<file path="config.mk">
export PLATFORM = sky130hd
export DESIGN_NAME = alu_seq_ctrl_flat
export DESIGN_NICKNAME = d
export VERILOG_FILES = /design/src/rtl/alu_seq_ctrl_pkg.sv /design/src/rtl/alu_seq_ctrl_if.sv /design/src/rtl/alu_op_decode.sv /design/src/rtl/alu_seq_ctrl.sv /design/src/flat_wrapper.sv
export SDC_FILE = /design/constraint.sdc
export NUM_CORES = 1
export LEC_CHECK = 0
export CAP_MARGIN = 0
export CORE_UTILIZATION = 40
export CTS_CLUSTER_DIAMETER = 150
export DETAILED_ROUTE_END_ITERATION = 12
export PLACE_DENSITY = 0.71
export SLEW_MARGIN = 20
export SYNTH_ARGS = -nofsm -noshare
export SYNTH_HDL_FRONTEND = slang
export SYNTH_SLANG_ARGS = --single-unit
</file>
<file path="constraint.sdc">
create_clock -name clk -period 1.45 [get_ports clk]
set_input_delay 0.29 -clock clk [delete_from_list [all_inputs] [get_ports clk]]
set_output_delay 0.29 -clock clk [all_outputs]
set_load 0.005 [all_outputs]
</file>
<file path="src/rtl/alu_seq_ctrl_pkg.sv">
// Shared constants for the ALU sequencing controller: AluOp/funct codes,
// ALU operation encodings, latency selector and FSM state type.
package alu_ctrl_pkg;

   localparam int OP_W_DEF = 4;
   localparam int CNT_W    = 6;

   localparam logic [2:0] ALUOP_ADD   = 3'b000;
   localparam logic [2:0] ALUOP_SUB   = 3'b001;
   localparam logic [2:0] ALUOP_RTYPE = 3'b010;
   localparam logic [2:0] ALUOP_OR    = 3'b011;
   localparam logic [2:0] ALUOP_SLT   = 3'b100;
   localparam logic [2:0] ALUOP_AND   = 3'b101;

   localparam logic [5:0] F_ADD  = 6'b100000;
   localparam logic [5:0] F_SUB  = 6'b100010;
   localparam logic [5:0] F_AND  = 6'b100100;
   localparam logic [5:0] F_OR   = 6'b100101;
   localparam logic [5:0] F_SLT  = 6'b101010;
   localparam logic [5:0] F_SLL  = 6'b000000;
   localparam logic [5:0] F_MUL  = 6'b000010;
   localparam logic [5:0] F_DIVU = 6'b011011;
   localparam logic [5:0] F_SQRT = 6'b010110;

   localparam logic [OP_W_DEF-1:0] OP_AND  = 4'b0000;
   localparam logic [OP_W_DEF-1:0] OP_OR   = 4'b0001;
   localparam logic [OP_W_DEF-1:0] OP_ADD  = 4'b0010;
   localparam logic [OP_W_DEF-1:0] OP_MUL  = 4'b0011;
   localparam logic [OP_W_DEF-1:0] OP_DIV  = 4'b0100;
   localparam logic [OP_W_DEF-1:0] OP_SQRT = 4'b0101;
   localparam logic [OP_W_DEF-1:0] OP_SUB  = 4'b0110;
   localparam logic [OP_W_DEF-1:0] OP_SLT  = 4'b0111;
   localparam logic [OP_W_DEF-1:0] OP_SLL  = 4'b1111;

   typedef enum logic [1:0] {
      LAT_NONE,
      LAT_MUL,
      LAT_DIV,
      LAT_SQRT
   } lat_sel_t;

   typedef enum logic [1:0] {
      ST_IDLE,
      ST_RUN,
      ST_DONE
   } state_t;

endpackage

</file>
<file path="src/rtl/alu_seq_ctrl_if.sv">
// Instruction/result handshake between main control and the ALU sequencer.
interface alu_seq_ctrl_if #(
   parameter int OP_W = 4
);
   logic            valid_i;
   logic [2:0]      alu_op_i;
   logic [5:0]      funct_i;
   logic            flush_i;
   logic [OP_W-1:0] op_o;
   logic            op_valid_o;
   logic            stall_o;
   logic            done_o;
   logic            illegal_o;

   modport master (
      output valid_i, alu_op_i, funct_i, flush_i,
      input  op_o, op_valid_o, stall_o, done_o, illegal_o
   );

   modport slave (
      input  valid_i, alu_op_i, funct_i, flush_i,
      output op_o, op_valid_o, stall_o, done_o, illegal_o
   );
endinterface

</file>
<file path="src/rtl/alu_op_decode.sv">
// Pure combinational AluOp/funct decode: ALU op code, legality, and which
// latency (if any) the op needs.
module alu_op_decode
   import alu_ctrl_pkg::*;
#(
   parameter int OP_W = 4
) (
   input  logic [2:0]      alu_op,
   input  logic [5:0]      funct,
   output logic [OP_W-1:0] op,
   output logic            legal,
   output logic            multi,
   output lat_sel_t        lat_sel
);

   logic [OP_W_DEF-1:0] op_raw;

   always_comb begin
      op_raw  = OP_ADD;
      legal   = 1'b1;
      lat_sel = LAT_NONE;
      case (alu_op)
         ALUOP_ADD: op_raw = OP_ADD;
         ALUOP_SUB: op_raw = OP_SUB;
         ALUOP_OR:  op_raw = OP_OR;
         ALUOP_AND: op_raw = OP_AND;
         ALUOP_SLT: op_raw = OP_SLT;
         ALUOP_RTYPE: begin
            case (funct)
               F_ADD:  op_raw = OP_ADD;
               F_SUB:  op_raw = OP_SUB;
               F_AND:  op_raw = OP_AND;
               F_OR:   op_raw = OP_OR;
               F_SLT:  op_raw = OP_SLT;
               F_SLL:  op_raw = OP_SLL;
               F_MUL: begin
                  op_raw  = OP_MUL;
                  lat_sel = LAT_MUL;
               end
               F_DIVU: begin
                  op_raw  = OP_DIV;
                  lat_sel = LAT_DIV;
               end
               F_SQRT: begin
                  op_raw  = OP_SQRT;
                  lat_sel = LAT_SQRT;
               end
               default: legal = 1'b0;
            endcase
         end
         default: legal = 1'b0;
      endcase
      // Illegal encodings report ADD so downstream sees a harmless op.
      if (!legal) begin
         op_raw  = OP_ADD;
         lat_sel = LAT_NONE;
      end
      multi = (lat_sel != LAT_NONE);
      op    = OP_W'(op_raw);
   end

endmodule

</file>
<file path="src/rtl/alu_seq_ctrl.sv">
// ALU sequencing controller: registers the decoded op and holds the pipeline
// for multi-cycle operations until their latency has elapsed.
//
// state   | meaning
// --------+-------------------------------------------------------------
// ST_IDLE | no multi-cycle op in flight; accepts new instructions
// ST_RUN  | multi-cycle op executing; stall asserted, counter running
// ST_DONE | result ready this cycle (done pulse); may accept next op
module alu_seq_ctrl
   import alu_ctrl_pkg::*;
#(
   parameter int OP_W     = 4,
   parameter int MUL_LAT  = 4,
   parameter int DIV_LAT  = 32,
   parameter int SQRT_LAT = 16
) (
   input  logic          clk,
   input  logic          rst_n,
   alu_seq_ctrl_if.slave bus
);

   state_t           state, state_d;
   logic [CNT_W-1:0] cnt, cnt_d;
   logic [OP_W-1:0]  op_q, op_d;
   logic             vld_q, vld_d;
   logic             ill_q, ill_d;

   logic [OP_W-1:0]  dec_op;
   logic             dec_legal;
   logic             dec_multi;
   lat_sel_t         dec_lat;
   logic [CNT_W-1:0] lat_load;
   logic             accept;

   alu_op_decode #(.OP_W(OP_W)) u_dec (
      .alu_op  (bus.alu_op_i),
      .funct   (bus.funct_i),
      .op      (dec_op),
      .legal   (dec_legal),
      .multi   (dec_multi),
      .lat_sel (dec_lat)
   );

   always_comb begin
      lat_load = '0;
      case (dec_lat)
         LAT_MUL:  lat_load = CNT_W'(MUL_LAT - 1);
         LAT_DIV:  lat_load = CNT_W'(DIV_LAT - 1);
         LAT_SQRT: lat_load = CNT_W'(SQRT_LAT - 1);
         default:  lat_load = '0;
      endcase
   end

   assign accept = bus.valid_i && (state != ST_RUN) && !bus.flush_i;

   always_comb begin
      state_d = state;
      cnt_d   = cnt;
      op_d    = op_q;
      vld_d   = 1'b0;
      ill_d   = 1'b0;
      if (bus.flush_i) begin
         state_d = ST_IDLE;
         cnt_d   = '0;
      end else if (accept) begin
         op_d  = dec_op;
         vld_d = dec_legal;
         ill_d = !dec_legal;
         if (dec_legal && dec_multi) begin
            state_d = ST_RUN;
            cnt_d   = lat_load;
         end else begin
            state_d = ST_IDLE;
         end
      end else begin
         case (state)
            ST_RUN: begin
               vld_d = 1'b1;
               if (cnt == '0) state_d = ST_DONE;
               else           cnt_d   = cnt - 1'b1;
            end
            ST_DONE: state_d = ST_IDLE;
            default: state_d = ST_IDLE;
         endcase
      end
   end

   always_ff @(posedge clk or negedge rst_n) begin
      if (!rst_n) begin
         state <= ST_IDLE;
         cnt   <= '0;
         op_q  <= '0;
         vld_q <= 1'b0;
         ill_q <= 1'b0;
      end else begin
         state <= state_d;
         cnt   <= cnt_d;
         op_q  <= op_d;
         vld_q <= vld_d;
         ill_q <= ill_d;
      end
   end

   // Stall and done come straight from the state register, never from inputs.
   assign bus.stall_o    = (state == ST_RUN);
   assign bus.done_o     = (state == ST_DONE);
   assign bus.op_o       = op_q;
   assign bus.op_valid_o = vld_q;
   assign bus.illegal_o  = ill_q;

endmodule

</file>
<file path="src/flat_wrapper.sv">
// flat-port wrapper written by rule: the top's interface ports become plain ports
module alu_seq_ctrl_flat import alu_ctrl_pkg::*;
#(
   parameter int OP_W     = 4,
   parameter int MUL_LAT  = 4,
   parameter int DIV_LAT  = 32,
   parameter int SQRT_LAT = 16
)
  (clk, rst_n, bus_valid_i, bus_alu_op_i, bus_funct_i, bus_flush_i, bus_op_o, bus_op_valid_o, bus_stall_o, bus_done_o, bus_illegal_o);
  alu_seq_ctrl_if #(.OP_W(OP_W)) bus_i ();
  input  logic clk;
  input  logic rst_n;
  input wire logic [$bits(bus_i.valid_i)-1:0] bus_valid_i;
  input wire logic [$bits(bus_i.alu_op_i)-1:0] bus_alu_op_i;
  input wire logic [$bits(bus_i.funct_i)-1:0] bus_funct_i;
  input wire logic [$bits(bus_i.flush_i)-1:0] bus_flush_i;
  output wire logic [$bits(bus_i.op_o)-1:0] bus_op_o;
  output wire logic [$bits(bus_i.op_valid_o)-1:0] bus_op_valid_o;
  output wire logic [$bits(bus_i.stall_o)-1:0] bus_stall_o;
  output wire logic [$bits(bus_i.done_o)-1:0] bus_done_o;
  output wire logic [$bits(bus_i.illegal_o)-1:0] bus_illegal_o;
  assign bus_i.valid_i = bus_valid_i;
  assign bus_i.alu_op_i = bus_alu_op_i;
  assign bus_i.funct_i = bus_funct_i;
  assign bus_i.flush_i = bus_flush_i;
  assign bus_op_o = bus_i.op_o;
  assign bus_op_valid_o = bus_i.op_valid_o;
  assign bus_stall_o = bus_i.stall_o;
  assign bus_done_o = bus_i.done_o;
  assign bus_illegal_o = bus_i.illegal_o;
  alu_seq_ctrl #(.OP_W(OP_W), .MUL_LAT(MUL_LAT), .DIV_LAT(DIV_LAT), .SQRT_LAT(SQRT_LAT)) u_core (.clk(clk), .rst_n(rst_n), .bus(bus_i));
endmodule
</file>
==> summary.md <==
| Metric | Value |
|---|---|
| VDD IR max | `0.620 mV` |
| Failing checks | `setup timing` |
| Max-cap viol count | `0` |
| Critical Path Source Type | `input pin` |
| Cell Area, Placed | `1750 um^2` |
| RR Startpoint | `u_core.cnt[0]` |
| Post-synth EDFFs | `0` |
| Root buffer cell | `clkbuf_4` |
| Final clock skew | `6.28 ps` |
| Pin count of the biggest net entering global routing | `15` |
| Most frequent cells in the layout | `buf_4 (53), dfrtp_1 (14), nor2_1 (10), nand2_1 (9), inv_1 (8)` |
| Initial antenna violation count | `0` |
| Skew-Pair Late Insertion Delay | `280 ps` |
| ANT nets after route | `0` |
| Die width | `around 55 um` |
| P_leak | `0.929 nW` |
| Status | `complete, but fails checks` |
| Synthesized instance count | `140` |
| First-pass GRT wire length | `6.38 mm` |
| Data required time at the worst endpoint | `between 1500 and 2000 ps` |
| RSZ-0062 raised after global routing | `yes` |
| H-tree levels | `1` |
| Routed wire length | `a little under 4 mm` |
| Async set-reset flop share out of synthesis | `1.00` |
| Warnings from Yosys | `0` |
| Final Cell Area | `1970 um^2` |
| Detailed Routing Iterations Pass 1 | `4` |
| Final cell count without fillers | `244` |
| Slew Viols, Final | `0` |
| Die area | `3050 um^2` |
| Via density | `5.69` |
| Critical path arrival | `2030 ps` |
| TritonCTS clock tree | `yes` |
| Nets | `232` |
| Wire per inst | `about 16 um` |
| Dpl hpwl | `2.67 mm` |
| Syn_area_per_cell | `just over 8 um^2` |
| Boundary Pins | `21` |
| Post-CTS Hold Fix Bufs | `0` |
| Initial core utilization | `0.441` |
| Period Utilization, post-route | `1.28` |
| Seq/Total Area, Yosys | `0.309` |
| Vias in the first global route | `1,453` |
| Total track usage | `0.256` |
| Final Critical Period | `1850 ps` |
| Critical path class | `input pin to flop` |
| Setup ws final | `-404 ps` |
| Grt total ovfl | `0` |
| Placed Cells | `approximately 230` |
| Clock Tree Buf Depth | `2` |
| Layout cell share with drive strength beyond 1 | `0.481` |
| FF+latch area | `350 um^2` |
| Port-buffer cells | `20` |
| CTS Buf Count | `3` |
| Fillers | `196` |
| Residual DRC | `0` |
| Hold Vio Cnt, Final | `0` |
| Crit path from | `bus_alu_op_i[2]` |
| FP Rows | `18` |
| Clock sink count | `14` |
| Yosys cell types | `44` |
| Post-synthesis register bit count | `14` |
| Antenna cell count | `0` |
| Die height | `55.2 um` |
| Core area | `2570 um^2` |
| Main synth FF type | `dfrtp_1` |
| Footprint of the multi-input gates | `888 um^2` |
| Slew margin rel. | `0.784` |
| Clock transition at path regs | `90 ps` |
| Final Wtd Congestion | `0.857` |
| CP endpoint kind | `flop` |
| Max Fclk | `between 500 and 600 MHz` |
| Layout area overhead | `73.7%` |
| Initial DRC count | `46` |
| Synth Cell Area | `1130 um^2` |
| Endpoints failing setup | `8` |
| Max Fanout on Critical Path | `3` |
| Net Count, Synth | `156` |
| Power Density | `561 nW/um^2` |
| Worst-margin pin slew | `324 ps` |
| Most common cell after layout, fill and taps aside | `buf_4` |
| Worst min path class | `input pin to asynchronous set/reset pin` |
| DR vias | `1,389` |
[synth_stat cells, types with 2 or more instances]
library cell  count  share of area
nor2_1           13          0.043
nor4bb_1          3          0.027
o31ai_1           2          0.013
o2111ai_1         2          0.015
a22oi_1           3          0.020
a21oi_1          10          0.044
nor2b_1           3          0.017
and2_1            3          0.017
nor4_1            3          0.017
o22ai_1           2          0.011
and4b_1           2          0.018
clkbuf_1          6          0.020
inv_1             8          0.027
dfrtp_1          14           0.31
nand2b_1          6          0.033
nand2_1          10          0.033
nand3_1           8          0.035
ha_1              3          0.033
or2_2             2          0.011
a31oi_1           5          0.028
o21ai_0           4          0.018
nor3_1            5          0.022
and2b_1           2          0.013
[area by class of cell]
type                       count  area share
timing repair buffer          77       0.324
inverter                       8      0.0153
sequential                    14       0.178
tap                           30      0.0191
clock buffer                   3      0.0115
multi-input combinational    112       0.452
[logic make-up after synthesis]
group / share of synthesized area
flops: 0.309
compound gates: 0.256
simple gates: 0.339
xor+xnor: 0.0155
buf+inv: 0.0464
fa+ha+maj: 0.0332
[power breakdown]
group          leakage, nW  total, W  switching (W)  internal (W)
clock network       0.0138  0.000221       0.000124     0.0000963
logic                0.730  0.000457       0.000217      0.000241
registers            0.186  0.000425      0.0000122      0.000413
[path summary, 6_finish.rpt]
kind	cells past startpoint	endpoint	slack [ps]
hold reg to reg	2	u_core.bus.op_o[0]	490
setup reg to reg	7	u_core.cnt[3]	-280
hold / removal	2	u_core.state[1]	310
min in group clk	4	u_core.bus.op_o[1]	460
max in group asynchronous	2	u_core.bus.op_valid_o	960
setup / recovery	7	u_core.cnt[2]	-400
[worst max-delay path: stages]
cell and delay [ps]:
buf_8 100, ha_4 150, or4b_4 560, buf_4 160, or4_4 520, a22oi_2 200, a21oi_2 40
[repair_timing]
action                     4_1_cts  5_1_grt
gates resized for setup         55       24
setup buffers                    7        3
setup endpoints to repair       15       13
pin swaps                       13       11
cloned                           0        0
[metal layers]
metal  vias to the layer above  track usage  wire length (um)
met5                         -            0                 0
met4                         0        0.114                82
met3                         8       0.0141               140
met2                        44        0.473              2070
met1                       665        0.301              1590
li1                        672            -                 -
[registers in the layout, indices dropped and copies added (netlist names)]
signal                 count
u_core.bus.op_o            4
u_core.bus.illegal_o       1
u_core.cnt                 6
u_core.state               2
u_core.bus.op_valid_o      1
[stage by stage]
step | power, W | hold slack, ps | setup slack, ps | util | TNS (ps)
6_report | 0.00110 | 311 | -404 | 0.766 | -1980
5_1_grt | 0.00116 | 335 | -423 | 0.766 | -2250
4_1_cts | 0.00107 | 317 | -394 | 0.743 | -1440
3_5_place_dp | 0.000831 | 481 | -1050 | 0.682 | -10990
3_3_place_gp | 0.000816 | 460 | -999 | 0.682 | -10090
2_1_floorplan | 0.000620 | -5.59 | -407 | - | -1900
No activity file was read; power rests on OpenSTA's default activity.
==> variant: new RTL, config.mk and constraints unchanged <==
`op_q` no longer has a reset.
--- a/src/rtl/alu_seq_ctrl.sv
+++ b/src/rtl/alu_seq_ctrl.sv
@@ -90,5 +90,4 @@
          state <= ST_IDLE;
          cnt   <= '0;
-         op_q  <= '0;
          vld_q <= 1'b0;
          ill_q <= 1'b0;
@@ -96,8 +95,11 @@
          state <= state_d;
          cnt   <= cnt_d;
-         op_q  <= op_d;
          vld_q <= vld_d;
          ill_q <= ill_d;
       end
+   end
+
+   always_ff @(posedge clk) begin
+      op_q <= op_d;
    end
 
Behaviour: not the same (a bounded check fails within 4 cycles, from zero or initial values and one cycle with rst_n low).
==> variant against the unedited design <==
  * Via count fell by 8.2%
  * Cell area fell by 1.5%
  * Sequential cell count did not move
  * The run still ends with setup timing left
  * Wire length fell by 4.4%
  * Synthesized area rose by 0.22%
  * Synthesized cell count fell by 11%
  * Worst setup slack improved by 0.39 ns
  * Die area rose by 0.22%
  * Power fell by 12%
==> variant: results (changes against the unedited design) <==
Slowest cell on the critical path: dfrtp_1 (was or4b_4)
Gp weighted congestion: 0.9067 (was 0.8570)
CP Launch Point: u_core.cnt[4] (was bus_alu_op_i[2])
Detailed Place HPWL: 2371 um (was 2670 um)
DRT iter0 DRCs: 30 (was 46)
Crit path max fanout: 5 (was 3)
Worst vdd ir: 0.0006053 V (was 0.0006202 V)
Layout cells sized above 1: 51.83% (was 48.13%)
Mapped Nets: 140 (was 156)
Async set or reset register ratio after synthesis: 71.43% (was 100.0%)
P_leak: 0.8640 nW (was 0.9295 nW)
First-pass GRT wire length: 5658 um (was 6382 um)
Seq/Total Area, Yosys: 32.64% (was 30.94%)
Total Wirelength: 3705 um (was 3876 um)
Max incr delay on CP: 0.42 ns (was 0.56 ns)
Max Buffers Root-to-Sink: 2 (unchanged)
Clk slew on worst S/H paths: 0.09 ns (about the same)
Status: finished, violations left (unchanged)
Via Count: 1275 (was 1389)
Largest net degree at the start of global routing: 11 (was 15)
Ant. Diodes: 0 (unchanged)
Hold Path Class: in -> async (unchanged)
Global-route total usage across every layer: 22.97% (was 25.57%)
Largest cells by area after synthesis: dfrtp_1, edfxtp_1, nor2_1, ha_1, a21oi_1 (was dfrtp_1, a21oi_1, nor2_1, nand3_1, ha_1)
Initial antenna violation count: 0 (unchanged)
Most frequent cells after synthesis: nor2_1, dfrtp_1, a21oi_1, inv_1, nor3_1 (was dfrtp_1, nor2_1, a21oi_1, nand2_1)
Nets@finish: 208 (was 232)
Final Setup Violations: 4 (was 8)
Slew HR: 67.91% (was 78.40%)
Crit path to: u_core.cnt[2] (unchanged)
Clk Latency, worst-skew pair: 0.30 ns (was 0.28 ns)
Filler instances: 180 (was 196)
Final Hold Slack: 0.3080 ns (was 0.3108 ns)
Yosys cell types: 50 (was 44)
Number of global-route vias before repair: 1198 (was 1453)
Fin Clk Skew: 0.003469 ns (was 0.006281 ns)
Post-synth EDFFs: 4 (was 0)
Slack of the critical path: -0.01027 ns (was -0.4044 ns)
Kind of cell adding the most delay to the critical path: compound AO/OA/AOI/OAI gates (was simple AND/OR/NAND/NOR gates)
Post-Synthesis Cells: 124 (was 140)
Pre-CTS setup slack: -0.7253 ns (was -1.052 ns)
Reg with most FFs: u_core.cnt (unchanged)
Routed WL per cell: 16.76 um (was 15.89 um)
Reg2Reg Depth: 5 (was 7)
Violated checks: setup timing (unchanged)
[variant: changes by cell type after synthesis, moves of 4 or more]
cell,change
edfxtp_1,+4
clkbuf_1,-6
a31oi_1,-4
o21ai_1,+5
buf_4,+4
nand2_1,-7
dfrtp_1,-4
nand2b_1,-4
[variant: kinds of logic after synthesis]
family,share of synthesized area [%]
and+or+nand+nor,32.85
adders and majority gates,3.308
buffers and inverters,6.395
xor gates and xnor gates,1.544
DFF,32.64
AOI/OAI and AO/OA,23.26
[variant: power breakdown]
part           switching, mW  internal, mW  leakage [nW]
Clock                  0.144         0.101        0.0154
Combinational          0.151         0.165         0.666
Sequential           0.00164         0.412         0.183
Total                  0.297         0.678         0.864
[variant: through the flow]
step | cell area (um2) | setup TNS [ns]
2_1_floorplan | 1174 | -0.1220
3_3_place_gp | 1669 | -7.471
3_5_place_dp | 1669 | -8.178
4_1_cts | 1777 | -0.009568
5_1_grt | 1937 | -0.5688
6_report | 1937 | -0.02468
[variant: final cells by class]
type,count,area [um2],area share (%)
clock inverter,1,3.754,0.1938
multi-input combinational,98,915.9,47.29
sequential,14,370.4,19.12
clock buffer,3,22.52,1.163
tap,30,37.54,1.938
timing repair buffer,68,560.5,28.94
inverter,7,26.28,1.357
[variant: repair_timing]
item,CTS,global route
pin swaps,13,18
cloned,1,0
gates resized for setup,54,35
endpoints found under the setup margin,16,15
hold endpoints to repair,0,0
setup buffers,3,2
[variant: metal layers]
metal	track usage (%)	share of wire [%]	up-vias
li1	-	-	608
met3	3.981	5.5	9
met5	0	0	-
met1	30.00	40	610
met2	38.90	52	48
met4	6.429	2.2	0
